### src/rtl/batch_sequencer.sv
// batch_sequencer: buffers up to DEPTH operands, launches one control-block
// calculation per operand and collects each datapath result into a
// result buffer. Reports batch completion (done) and timeout abort (err).
module batch_sequencer #(
  parameter int WIDTH   = 8,
  parameter int DEPTH   = 4,
  parameter int TIMEOUT = 15
) (
  input  logic                     clock,
  input  logic                     reset,
  input  logic                     load_en,
  input  logic [WIDTH-1:0]         load_data,
  input  logic                     go,
  input  logic                     clear,
  input  logic                     cb_ready,
  input  logic                     cb_valid,
  input  logic [WIDTH-1:0]         s_in,
  output logic                     cb_start,
  output logic [WIDTH-1:0]         x_out,
  input  logic [$clog2(DEPTH)-1:0] rd_addr,
  output logic [WIDTH-1:0]         rd_data,
  output logic [$clog2(DEPTH):0]   count,
  output logic                     full,
  output logic                     busy,
  output logic                     done,
  output logic                     err
);
  localparam int AW = $clog2(DEPTH);
  localparam int TW = $clog2(TIMEOUT + 1);

  typedef enum logic [1:0] {IDLE, ISSUE, WAIT, DONE} state_t;

  state_t           state;
  logic [AW-1:0]    idx;
  logic [TW-1:0]    timer;
  logic [WIDTH-1:0] op_mem  [DEPTH];
  logic [WIDTH-1:0] res_mem [DEPTH];

  logic             op_we;
  logic             res_we;
  logic             go_ok;
  logic             last_op;
  logic [AW:0]      count_next;
  logic [WIDTH-1:0] first_op;

  // Buffer write enables, batch-start qualification and operand forwarding
  always_comb begin
    op_we      = (state == IDLE) && load_en && !clear && !full;
    count_next = count + {{AW{1'b0}}, op_we};
    go_ok      = (state == IDLE) && go && !clear && (count_next != '0);
    // A word loaded in the same cycle as go into an empty buffer is not yet
    // in op_mem, so forward it straight to x_out.
    first_op   = (op_we && (count == '0)) ? load_data : op_mem[0];
    res_we     = (state == WAIT) && cb_valid;
    last_op    = ({1'b0, idx} == (count - (AW+1)'(1)));
  end

  assign full     = (count == (AW+1)'(DEPTH));
  assign busy     = (state == ISSUE) || (state == WAIT);
  // The pulse must coincide with cb_ready inside ISSUE, so it is decoded
  // from the state register rather than registered a cycle late.
  assign cb_start = (state == ISSUE) && cb_ready;

  // Batch control FSM: loading, issue/wait per operand, completion flags
  always_ff @(posedge clock) begin
    if (reset) begin
      state <= IDLE;
      count <= '0;
      idx   <= '0;
      timer <= '0;
      x_out <= '0;
      done  <= 1'b0;
      err   <= 1'b0;
    end else begin
      case (state)
        IDLE: begin
          if (clear) begin
            count <= '0;
          end else begin
            count <= count_next;
            if (go_ok) begin
              idx   <= '0;
              x_out <= first_op;
              state <= ISSUE;
            end
          end
        end
        ISSUE: begin
          if (cb_ready) begin
            timer <= '0;
            state <= WAIT;
          end
        end
        WAIT: begin
          timer <= timer + TW'(1);
          if (cb_valid) begin
            if (last_op) begin
              done  <= 1'b1;
              state <= DONE;
            end else begin
              idx   <= idx + AW'(1);
              x_out <= op_mem[idx + AW'(1)];
              state <= ISSUE;
            end
          end else if (timer == TW'(TIMEOUT - 2)) begin
            // timer reads 0 in the first WAIT cycle, so this fires in the
            // cycle TIMEOUT-1 after the pulse and done/err rise TIMEOUT
            // cycles after it.
            err   <= 1'b1;
            done  <= 1'b1;
            state <= DONE;
          end
        end
        DONE: begin
          if (clear) begin
            count <= '0;
            done  <= 1'b0;
            err   <= 1'b0;
            state <= IDLE;
          end else if (go) begin
            idx   <= '0;
            done  <= 1'b0;
            err   <= 1'b0;
            x_out <= op_mem[0];
            state <= ISSUE;
          end
        end
        default: state <= IDLE;
      endcase
    end
  end

  // Operand and result buffers, written without reset so they map to RAM
  always_ff @(posedge clock) begin
    if (op_we) begin
      op_mem[count[AW-1:0]] <= load_data;
    end
    if (res_we) begin
      res_mem[idx] <= s_in;
    end
  end

  // Registered result read port, one cycle of latency in every state
  always_ff @(posedge clock) begin
    if (reset) begin
      rd_data <= '0;
    end else begin
      rd_data <= res_mem[rd_addr];
    end
  end

endmodule

### config.mk
export PLATFORM = sky130hd
export DESIGN_NAME = batch_sequencer
export DESIGN_NICKNAME = d
export VERILOG_FILES = /design/src/rtl/batch_sequencer.sv
export SDC_FILE = /design/constraint.sdc
export NUM_CORES = 1
export LEC_CHECK = 0
export BUFFER_PORTS_ARGS = -buffer_cell sky130_fd_sc_hd__buf_2
export CAP_MARGIN = 0
export CORE_AREA = 3 3 95 97
export DETAILED_ROUTE_END_ITERATION = 6
export DIE_AREA = 0 0 98 100
export PLACE_DENSITY_LB_ADDON = 0.3
export SLEW_MARGIN = 20
export SYNTH_ARGS = -nofsm -noshare
export SYNTH_HDL_FRONTEND = slang
export SYNTH_SLANG_ARGS = --single-unit
### constraint.sdc
create_clock -name clock -period 2.4 [get_ports clock]
set_input_delay 0.36 -clock clock [delete_from_list [all_inputs] [get_ports clock]]
set_output_delay 0.36 -clock clock [all_outputs]
set_load 0.005 [all_outputs]
==> key figures <==
Hold path
  • Worst Hold Class: in -> reg
  • Hold_sp: s_in[7]
  • Worst hold stages: 1

Setup path
  • Crit Path Max Fanout: 5
  • Critical Path End Type: flip-flop
  • Crit path DAT: 2.60 ns
  • FF-to-FF path depth: 10
  • Worst r2r src: count[0]
  • Required time worst endpoint: 2.70 ns
  • CP Launch Type: flip-flop
  • Crit path from: count[0]
  • WS Path Type: reg -> reg

Detailed routing
  • DRT Pass-1 Iters: 5
  • Routed Antenna Nets: 0
  • Iteration-0 DRC Markers: 127
  • Vias per cell: 5.59
  • Vias: 2,635
  • Wire length per cell: 17.0 um
  • # DRC: 0
  • Final wirelength: 8010 um

Timing
  • Final Cycle Share: 95.6%
  • Clock skew: 0.00949 ns
  • Hold slack: 0.202 ns
  • Worst Max-Slew Pin Slew: 0.621 ns
  • Final Setup Violations: 0
  • Slew headroom: 58.6%
  • Final setup TNS: 0 ns
  • Slew Limit Fails: 0
  • PnR worst setup slack: 0.106 ns
  • Fmax: 436 MHz
  • Fin crit period: 2.29 ns
  • Final Hold Fails: 0

Finish
  • Non-filler cells, final: 471
  • Synth-to-Final Area Change: 16.3%
  • Fillers: 660
  • Fin nets: 404
  • Fraction of layout instances using a drive strength above 1: 30.1%

Clocking
  • Root buffer cell: clkbuf_8
  • H-Tree Level Count: 3
  • Clock Tree Buf Depth: 2
  • Clock transition at path regs: 0.10 ns
  • Post-CTS Setup Inserts: 0
  • Clk_lat worst skew: 0.37 ns
  • PostCTS Resize Cnt: 0
  • CTS Buf Count: 9
  • Hold_buf cts: 0
  • CTS tree: done
  • Clk sink count: 93

Floorplan
  • Die Wd: 98 um
  • Die Y-Extent: 100 um
  • Num ports: 49
  • Total die area: 9800 um2
  • Initial Utilization: 50.2%
  • CORE AREA: 8220 um2
  • Row count: 33

Synthesis
  • EDFF count, synth: 64
  • Post-synthesis sequential element count: 93
  • Predominant post-synthesis flop cell: edfxtp_1
  • Synth Instances: 300
  • Post-synthesis cell type count: 49
  • YS warnings: 0
  • Sequential area share after synthesis: 60.6%
  • Post-synthesis async set-or-reset flop share: 0%
  • Avg Synthesized Cell Area: 13.8 um2
  • Synthesized area: 4130 um2
  • Net count after synthesis: 344

Global route
  • Gr usage total: 17.4%
  • Vias in the first global route: 2,630
  • GRT overflow: 0
  • Pin count of the biggest net entering global routing: 30
  • Initial antenna violation count: 0
  • First-pass GRT wire length: 13,300 um

Place
  • Port bufs: 48
  • Hpwl dp: 5470 um
  • Gpl congestion: 0.821
  • Setup WS pre-CTS: 0.0657 ns
  • Placed Instances: 454

Flow run
  • Max cap viols: 0

Pwr
  • PD cells: 619 nW/um2
  • Leak: 0.00172 uW
  • Maximum VDD drop: 0.297 mV

Run status
  • Status: complete, no violations
## worst paths after layout
| check | slack, ns | to |
|---|---|---|
| setup reg to reg | 0.11 | idx[0] |
| hold / removal | 0.20 | res_mem[2][7] |
| hold reg to reg | 0.48 | done |
| setup / recovery | 0.11 | idx[0] |
## cell families after synthesis
group / Yosys count / synth area share, %
adders and majority gates: 19 / 5.76
and+or+nand+nor: 64 / 9.52
AOI/OAI and AO/OA: 66 / 11.7
buffers and inverters: 28 / 2.82
muxes: 26 / 8.73
xor gates and xnor gates: 4 / 0.849
DFF: 93 / 60.6
## worst max-delay path, stage by stage, from the launching register on
cell	delay (ns)
dfxtp_2	0.34
inv_1	0.05
ha_1	0.20
and2_4	0.17
nor2_2	0.13
ha_2	0.20
ha_4	0.14
xnor2_1	0.07
a22o_2	0.26
or4_4	0.55
a21oi_2	0.13
## Yosys cell counts, drive strengths merged, types with 2 or more instances
cell type / count / area, um2
a211oi: 7 / 52.6
a21oi: 10 / 50.1
a221oi: 8 / 70.1
a22oi: 4 / 30.0
a311oi: 3 / 26.3
a31oi: 10 / 62.6
and2: 8 / 50.1
and3: 4 / 25.0
buf: 8 / 41.3
clkbuf: 8 / 30.0
dfxtp: 29 / 581
edfxtp: 64 / 1920
ha: 19 / 238
inv: 12 / 45.0
mux2i: 18 / 180
mux4: 8 / 180
nand2: 6 / 22.5
nand2b: 7 / 43.8
nand3: 2 / 10.0
nor2: 8 / 30.0
nor2b: 13 / 81.3
nor3: 4 / 25.0
nor3b: 3 / 22.5
o211ai: 2 / 15.0
o21ai: 2 / 10.0
o21bai: 2 / 15.0
o22ai: 8 / 50.1
o31ai: 2 / 15.0
or4: 2 / 15.0
xnor2: 2 / 17.5
xor2: 2 / 17.5
## cell type report
type	instances	area (um2)	area share [%]
clock inverters	7	66.3	1.38
flip-flops and latches	93	2510	52.3
multi-input cells	179	1550	32.3
repair buffers	65	368	7.67
well taps	105	131	2.74
inverters	12	45.0	0.939
diodes	1	2.50	0.0522
clock buffers	9	124	2.58
## routing by layer
| layer | share of wire (%) | track usage, % | up-vias |
|---|---|---|---|
| met1 | 45 | 22.5 | 1289 |
| met2 | 49 | 28.5 | 61 |
| li1 | - | - | 1279 |
| met5 | 0 | 0 | - |
| met3 | 5.3 | 4.59 | 6 |
| met4 | 0.97 | 6.39 | 0 |
## sequential cells by signal (all words and copies together), names as in the netlist
| register | cells |
|---|---|
| op_mem | 32 |
| state | 2 |
| done | 1 |
| x_out | 8 |
| count | 3 |
| res_mem | 32 |
| rd_data | 8 |
| timer | 4 |
| idx | 2 |
| err | 1 |
## metrics by stage
stage | utilization, % | total power [uW] | cell area [um2]
2_1_floorplan | - | 1910 | 4160
3_3_place_gp | 55.7 | 1990 | 4580
3_5_place_dp | 55.7 | 1990 | 4580
4_1_cts | 58.0 | 2990 | 4770
5_1_grt | 58.4 | 3090 | 4790
6_report | 58.4 | 2970 | 4800
## where the power goes
| part | switching, uW | total (uW) | leakage, uW | internal (uW) |
|---|---|---|---|---|
| sequential | 12.1 | 1750 | 0.000817 | 1740 |
| combinational | 116 | 211 | 0.000809 | 94.6 |
| clock | 611 | 1010 | 0.0000978 | 402 |
## cell usage in the layout, fill, tap and decap left out, types with 8 or more instances in the layout
| cell | n |
|---|---|
| a21oi_1 | 9 |
| a221oi_1 | 8 |
| a31oi_1 | 10 |
| buf_2 | 48 |
| buf_4 | 17 |
| clkbuf_8 | 9 |
| dfxtp_1 | 25 |
| edfxtp_1 | 64 |
| ha_1 | 16 |
| inv_1 | 10 |
| mux2i_1 | 18 |
| mux4_2 | 8 |
| nor2b_1 | 13 |
| o22ai_1 | 8 |
No activity file was read; power rests on OpenSTA's default activity.
